<file path="config.mk">
export PLATFORM = sky130hd
export DESIGN_NAME = fwd_scoreboard
export DESIGN_NICKNAME = d
export VERILOG_FILES = /design/src/rtl/fwd_scoreboard.sv
export SDC_FILE = /design/constraint.sdc
export NUM_CORES = 1
export LEC_CHECK = 0
export BUFFER_PORTS_ARGS = -buffer_cell sky130_fd_sc_hd__buf_2
export CAP_MARGIN = 20
export CORE_AREA = 8 8 140 142
export DETAILED_ROUTE_END_ITERATION = 8
export DIE_AREA = 0 0 148 150
export PLACE_DENSITY = 0.7
export SYNTH_ARGS = -nofsm -noshare
export SYNTH_HDL_FRONTEND = slang
export SYNTH_SLANG_ARGS = --single-unit
</file>
<file path="constraint.sdc">
create_clock -name clk -period 3.7 [get_ports clk]
set_input_delay 0.74 -clock clk [delete_from_list [all_inputs] [get_ports clk]]
set_output_delay 0.74 -clock clk [all_outputs]
set_load 0.005 [all_outputs]
</file>
<file path="src/rtl/fwd_scoreboard.sv">
// Forwarding scoreboard: tracks in-flight register writes per post-issue stage, forwards the
// youngest matching result to each source operand and raises the load-use stall.
module fwd_scoreboard #(
  parameter int unsigned DATA_W    = 64,
  parameter int unsigned REG_IDX_W = 5,
  parameter int unsigned NUM_SRC   = 2,
  parameter int unsigned DEPTH     = 3,
  parameter int unsigned LOAD_RDY  = 1,
  parameter int unsigned CNT_W     = 32
) (
  input  logic                           clk,
  input  logic                           rst,
  input  logic                           adv_i,
  input  logic                           flush_i,
  input  logic                           iss_valid_i,
  input  logic                           iss_we_i,
  input  logic                           iss_load_i,
  input  logic [REG_IDX_W-1:0]           iss_rd_idx_i,
  input  logic [NUM_SRC*REG_IDX_W-1:0]   rs_idx_i,
  input  logic [NUM_SRC-1:0]             rs_en_i,
  input  logic [DEPTH*DATA_W-1:0]        stage_data_i,
  output logic [NUM_SRC-1:0]             fwd_sig_o,
  output logic [NUM_SRC*DATA_W-1:0]      fwd_data_o,
  output logic                           stall_o,
  output logic [CNT_W-1:0]               stall_cnt_o
);

  logic [DEPTH-1:0]                v_q, v_d;
  logic [DEPTH-1:0]                we_q, we_d;
  logic [DEPTH-1:0]                load_q, load_d;
  logic [DEPTH-1:0][REG_IDX_W-1:0] rd_q, rd_d;
  logic [CNT_W-1:0]                cnt_q, cnt_d;

  logic [DEPTH-1:0]     live;
  logic [DEPTH-1:0]     ready;
  logic [NUM_SRC-1:0]   hazard;
  logic [REG_IDX_W-1:0] src;
  logic                 matched;

  for (genvar k = 0; k < DEPTH; k++) begin : g_slot
    assign live[k]  = v_q[k] & we_q[k] & (rd_q[k] != '0);
    assign ready[k] = live[k] & (~load_q[k] | (k >= LOAD_RDY));
  end

  // Slot 0 is the youngest; the first live hit decides, even if it is not yet ready.
  always_comb begin
    fwd_sig_o  = '0;
    fwd_data_o = '0;
    hazard     = '0;
    src        = '0;
    matched    = 1'b0;
    for (int j = 0; j < NUM_SRC; j++) begin
      src     = rs_idx_i[j*REG_IDX_W +: REG_IDX_W];
      matched = 1'b0;
      if (rs_en_i[j] && (src != '0)) begin
        for (int k = 0; k < DEPTH; k++) begin
          if (!matched && live[k] && (rd_q[k] == src)) begin
            matched = 1'b1;
            if (ready[k]) begin
              fwd_sig_o[j]                   = 1'b1;
              fwd_data_o[j*DATA_W +: DATA_W] = stage_data_i[k*DATA_W +: DATA_W];
            end else begin
              hazard[j] = 1'b1;
            end
          end
        end
      end
    end
  end

  assign stall_o     = iss_valid_i & (|hazard);
  assign stall_cnt_o = cnt_q;

  always_comb begin
    v_d    = v_q;
    we_d   = we_q;
    load_d = load_q;
    rd_d   = rd_q;
    cnt_d  = cnt_q;
    if (adv_i) begin
      for (int k = 1; k < DEPTH; k++) begin
        v_d[k]    = v_q[k-1];
        we_d[k]   = we_q[k-1];
        load_d[k] = load_q[k-1];
        rd_d[k]   = rd_q[k-1];
      end
      v_d[0]    = iss_valid_i & ~stall_o & ~flush_i;
      we_d[0]   = iss_we_i;
      load_d[0] = iss_load_i;
      rd_d[0]   = iss_rd_idx_i;
      if (stall_o && (cnt_q != '1)) begin
        cnt_d = cnt_q + CNT_W'(1);
      end
    end
  end

  always_ff @(posedge clk) begin
    if (rst) begin
      v_q    <= '0;
      we_q   <= '0;
      load_q <= '0;
      rd_q   <= '0;
      cnt_q  <= '0;
    end else begin
      v_q    <= v_d;
      we_q   <= we_d;
      load_q <= load_d;
      rd_q   <= rd_d;
      cnt_q  <= cnt_d;
    end
  end

endmodule

</file>
Word level (Yosys, flattened, before mapping)

Cells that the tools add are included.

Add/subtract/negate cells: 1
Multipliers: 0
Div/mod/pow operators: 0
Order comparisons: 0
Eq/ne operators: 7
Shifts and indexed selects: 0
Mux-type cells: 47
Bitwise operators: 13
Reductions and logical operators: 24

Operators by type and width:

| operator                                                        | count |
|---|---|
| 64-bit 2-to-1 mux                                               | 13 |
| 1-bit 2-to-1 mux                                                | 34 |
| 32-bit by 1-bit adder with 32-bit output, second input constant | 1 |
| 32-bit != test, second input constant                           | 1 |
| 5-bit == test                                                   | 6 |
| 5-bit nonzero test                                              | 5 |
| 1-bit logical AND                                               | 13 |
| 1-bit AND                                                       | 10 |
| 1-bit zero test                                                 | 4 |
| 1-bit NOT                                                       | 3 |
| 2-bit AND reduction                                             | 1 |
| 2-bit OR reduction                                              | 1 |

Flip-flop bits (word level): 54
Latch bits: 0
Memory bits (writable): 0
ROM bits: 0
Logic and storage cells: 99
Memories kept: 0

Longest topological paths before layout

Depth in word-level cells: 20
Depth in mapped cells: 10
Mapped depth without buffers: 7

Least setup slack after synthesis

Ideal clock, no wire load.

Path kind: input port to output port
Start: input rs_idx_i[5]
End: output fwd_data_o[100]
Arrival time: 2,403 ps
Slack: 557 ps
Stages on the path: 8
Path through: clkbuf_1 xnor2_1 nand4_1 nor3_1 buf_2 clkbuf_1 a31oi_1 a21oi_1

Longest elaborated chain between the ends: 14

RTL lines:

| item                           | line | text |
|---|---|---|
| start: declaration             | 19   | `input logic [NUM_SRC*REG_IDX_W-1:0] rs_idx_i,` |
| 5-bit == test                  | 57   | `if (!matched && live[k] && (rd_q[k] == src)) begin` |
| 1-bit logical AND              | 57   |  |
| 1-bit 2-to-1 mux               | 57   |  |
| 1-bit 2-to-1 mux               | 55   | `if (rs_en_i[j] && (src != '0)) begin` |
| 1-bit zero test                | 57   |  |
| 1-bit logical AND (2 in a row) | 57   |  |
| 1-bit 2-to-1 mux               | 57   |  |
| 1-bit 2-to-1 mux               | 55   |  |
| 1-bit zero test                | 57   |  |
| 1-bit logical AND (2 in a row) | 57   |  |
| 64-bit 2-to-1 mux              | 57   |  |
| 64-bit 2-to-1 mux *            | 55   |  |
| end: declaration               | 23   | `output logic [NUM_SRC*DATA_W-1:0] fwd_data_o,` |

Every way passes the cells marked *; elsewhere a longest branch is shown, timed or not. The select of a mux whose other input is x is not followed.

Worst setup path after layout

Start: register rd_q[6] in the netlist's numbering
End: output fwd_data_o[93]

Longest elaborated chain between the ends: 11

RTL lines:

| item                           | line | text |
|---|---|---|
| start: declaration             | 31   | `logic [DEPTH-1:0][REG_IDX_W-1:0] rd_q, rd_d;` |
| start signal: assignment       | 108  | `rd_q <= rd_d;` |
| 5-bit nonzero test             | 41   | `assign live[k] = v_q[k] & we_q[k] & (rd_q[k] != '0);` |
| 1-bit AND                      | 41   |  |
| 1-bit logical AND (2 in a row) | 57   |  |
| 1-bit 2-to-1 mux               | 57   |  |
| 1-bit 2-to-1 mux               | 55   |  |
| 1-bit zero test                | 57   |  |
| 1-bit logical AND (2 in a row) | 57   |  |
| 64-bit 2-to-1 mux *            | 57   |  |
| 64-bit 2-to-1 mux *            | 55   |  |

Marked as above.

==> summary by stage <==
Status
The flow ran to the end, and the final reports show no timing, DRC or antenna violations.

Critical path
The buffers plus inverters on the worst setup path is 2. The required time of the critical path is approximately 3 ns. The number of cells traversed by the worst register-to-register path is 8. Along the worst path, the maximum fanout reaches 55. At the worst endpoint, the arrival time is ~2.8 ns.

The kind of cell with the highest combined delay along the critical path is simple AND/OR/NAND/NOR gates. The critical path goes through or4_1 -> o211ai_1 -> nor3_2 -> nor3_4 -> buf_12 -> o21ai_0 -> a21oi_1 -> buf_2. By startpoint and endpoint, the worst setup path is classified as reg -> out.

The worst setup path is captured at a primary output. The worst setup path is launched from a flip-flop. For this run, the slowest stage of the critical path takes between 0.5 and 0.6 ns. The depth of the critical timing path with buffers and inverters included is 8.

The critical path's slowest cell is sky130_fd_sc_hd__or4_1.

CTS
The maximum buffer depth of the clock tree is 2. The TritonCTS clock tree is done. The post-CTS setup repair buffer count is 0.

The H-tree was split into 2 levels. Clock-pin slew was measured on the worst setup and hold paths at approximately 0.070 ns. CTS saw 54 sinks. The number of CTS-inserted buffers is 5.

The clock reaches the later pin of the worst-skew pair after slightly below 0.3 ns. The cell sitting at the root of the clock tree is a sky130_fd_sc_hd__clkbuf_16.

Route
After the first detailed-routing iteration, the DRC count stood at 776. For this block, wires on met1 add up to between 10,000 and 15,000 um. Before antenna repair, the detailed router went through 5 iterations.

The number of remaining DRC errors is 0. The final layout contains routed wiring with a total length of between 30,000 and 40,000 um. In this run the remaining antenna-violating nets after routing total 0.

The detail-routed net length per standard cell is roughly 23 um. The uppermost layer routed is met5. Detailed routing placed a total of around 4300 um of wire on met3. Using the TritonRoute via totals, the vias-per-cell ratio works out to 6.22. The via total after detailed routing is approximately 9.4k. The total met2 wirelength after detailed routing is 15,600 um.

Logic synthesis
Counting flops with a built-in enable in the synthesized netlist gives 0. The average cell area after synthesis is approximately 6.6 sq um. The cell count after synthesis is roughly 970.

The post-synthesis sequential area ratio is 16.7%. The fraction of post-synthesis cell area in the top cell type by area is ~17%. The synthesized flop and latch total is 54.

The synthesized design spends more area on one cell type than any other, namely sky130_fd_sc_hd__dfxtp_1. The count of warnings emitted by yosys is 0. The cell area after technology mapping is 6460 sq um. After synthesis, the netlist uses 52 different library cells. By area the synthesized netlist is led by sky130_fd_sc_hd__dfxtp_1 17%, sky130_fd_sc_hd__and3_1 12%, sky130_fd_sc_hd__a31oi_1 12%. After synthesis, the share of flip-flops with an asynchronous set or reset is 0%. Counting every net in the synthesized netlist gives 1,188.

The predominant post-synthesis flop cell is sky130_fd_sc_hd__dfxtp_1.

Power and ir drop
In this run the power density over the cells is 163 nW/um^2. The maximum vdd drop is between 300 and 400 uV. The static power due to leakage is 4.14 nW.

Global route
The pin count of the biggest net entering global routing is between 100 and 150. The number of antenna violations at the first check in global routing is 21. The global-route congestion overflow total is 0. The first-pass GRT wire length is between 50,000 and 60,000 um. The overall track demand over capacity in global routing is 28.4%.

The number of global-route vias before repair is ~8.5k.

Placed design
The placer congestion estimate is about 0.95. In this run the tool buffered the top-level ports with about 380 buffer cells. Detailed placement ended at an HPWL of ~26,000 um.

Die
From bottom edge to top edge, the die measures 150 um. The floorplan has slightly below 50 rows. The initial standard-cell utilization of the core is between 30% and 40%. The die footprint is roughly 22,000 sq um. The die is between 100 and 150 um wide.

The I/O pin count is 379. The floorplan step defined a core boundary enclosing 17,500 sq um.

STA
The number of endpoints with negative hold slack in the final report came to 0. The transition time of the tightest slew-check pin is roughly 0.8 ns. The fmax is roughly 0.28 GHz. The number of pins exceeding their max-slew limit in the final report is 0. Setup repair after global routing left no endpoint under its margin.

Measured against its own limit, the worst slew margin works out to between 40% and 50%. The number of setup violations in the final report is 0. The final clock period utilization by the worst path is just under 100%. The final period demand of the worst path is 3.57 ns. After routing, the total negative slack on setup checks comes to 0 ns. Between clock sinks in the finished design, the worst skew comes to 0.00790 ns.

Hold path
The worst hold path passes through 2 cells. The min-delay analysis places its worst path in the category reg -> reg.

Cells and area
The area added between synthesis and finish is 35.3%. The fraction of final layout cells sized beyond drive strength 1 is between 30% and 40%. The final core utilization is ~50%. The number of nets at the end of the flow is around 1.5k.

Job
Max-cap violations in this run came to 0.
[registers in the layout, summed over array words and instances, names as in the netlist]
signal and flops:
load_q 1, stall_cnt_o 32, we_q 3, rd_q 15, v_q 3
[metal layers]
layer / vias up / global-route usage, %
met1: 4351 / 36.5
met5: - / 0
met3: 92 / 10.8
li1: 4334 / -
met4: 34 / 6.32
met2: 551 / 44.3
[synth_stat cells (all sizes together) (2+ instances only)]
library cell  count
a221oi            2
nor4              7
a211oi            3
nand3            18
mux2             10
and3            126
o21ba             2
nand4            13
xnor2            16
nor3b             2
clkbuf           83
mux2i            21
o31ai            19
or2               3
or4              25
xor2             14
nor3             18
inv               6
and4              3
a31oi           125
o21ai           128
buf              32
nor2b            10
o211ai            2
a21oi           152
nor2             46
nand2            17
dfxtp            54
o21a              5
and2              2
[metrics by stage]
step	area, sq um	worst slack, ns	power, mW	hold WS (ns)	std cells
2_1_floorplan	6460	0.557	0.712	0.461	971
3_3_place_gp	8540	0.261	0.898	0.478	1494
3_5_place_dp	8540	0.257	0.901	0.480	1494
4_1_cts	8710	0.104	1.42	0.492	1501
5_1_grt	8730	0.0262	1.47	0.525	1502
6_report	8730	0.128	1.42	0.489	1505
[where the power goes]
group | total [mW] | internal [mW] | switching, mW | leakage [nW]
clock | 0.524 | 0.317 | 0.207 | 0.0799
sequential | 0.605 | 0.590 | 0.0156 | 0.437
combinational | 0.291 | 0.129 | 0.163 | 3.62
total | 1.42 | 1.03 | 0.385 | 4.14
[cell families (layout without fill, tap and decap cells)]
logic type | Yosys count | after routing | synth area share, %
AOI/OAI and AO/OA | 439 | 439 | 38.2
and+or+nand+nor | 295 | 295 | 27.2
buffers and inverters | 121 | 422 | 8.53
DFF | 54 | 54 | 16.7
muxes | 31 | 31 | 5.12
xor gates and xnor gates | 30 | 30 | 4.07
adders and majority gates | 1 | 1 | 0.194
other | 0 | 4 | 0
[cell type report]
cell class | count | area [sq um]
Tap cell | 229 | 287
Multi-Input combinational cell | 796 | 4890
Sequential cell | 54 | 1080
Clock inverter | 2 | 38.8
Fill cell | 1844 | 8800
Timing Repair Buffer | 409 | 2270
Inverter | 6 | 22.5
Antenna cell | 4 | 10.0
Clock buffer | 5 | 125
[path summary, 6_finish.rpt]
| check | end | startpoint | slack (ns) |
|---|---|---|---|
| setup reg to reg | stall_cnt_o[13]$_SDFFE_PP0P_ | stall_cnt_o[0]$_SDFFE_PP0P_ | 1.09 |
| setup / recovery | fwd_data_o[93] | rd_q[6]$_SDFFE_PP0P_ | 0.13 |
| hold / removal | stall_cnt_o[30]$_SDFFE_PP0P_ | stall_cnt_o[30]$_SDFFE_PP0P_ | 0.49 |
| hold reg to reg | stall_cnt_o[30]$_SDFFE_PP0P_ | stall_cnt_o[30]$_SDFFE_PP0P_ | 0.49 |
[placed cells by master (no fill, tap or decap), drive strengths merged, types with 2 or more instances in the layout]
cell type | Yosys | final
and4 | 3 | 3
buf | 32 | 409
or2 | 3 | 3
o31ai | 19 | 19
a221oi | 2 | 2
inv | 6 | 6
or4 | 25 | 25
mux2i | 21 | 21
nor2b | 10 | 10
o21a | 5 | 5
xor2 | 14 | 14
a211oi | 3 | 3
nand4 | 13 | 13
xnor2 | 16 | 16
a31oi | 125 | 125
nor3 | 18 | 18
nand3 | 18 | 18
mux2 | 10 | 10
a21oi | 152 | 152
diode | 0 | 4
and2 | 2 | 2
nor3b | 2 | 2
o211ai | 2 | 2
nor4 | 7 | 7
and3 | 126 | 126
o21ba | 2 | 2
dfxtp | 54 | 54
clkbuf | 83 | 5
nand2 | 17 | 17
nor2 | 46 | 46
o21ai | 128 | 128
[what timing repair did]
item                       4_1_cts  5_1_grt
hold buffers                     0        0
gates resized for setup          0        3
setup endpoints to repair        0        2
[tightest hold or removal path, delay by kind of cell, from the launching register on]
family	cells	cell delay (ns)
flip-flops	1	0.33
AO/OA/AOI/OAI	2	0.12
No activity file was read; power rests on OpenSTA's default activity.
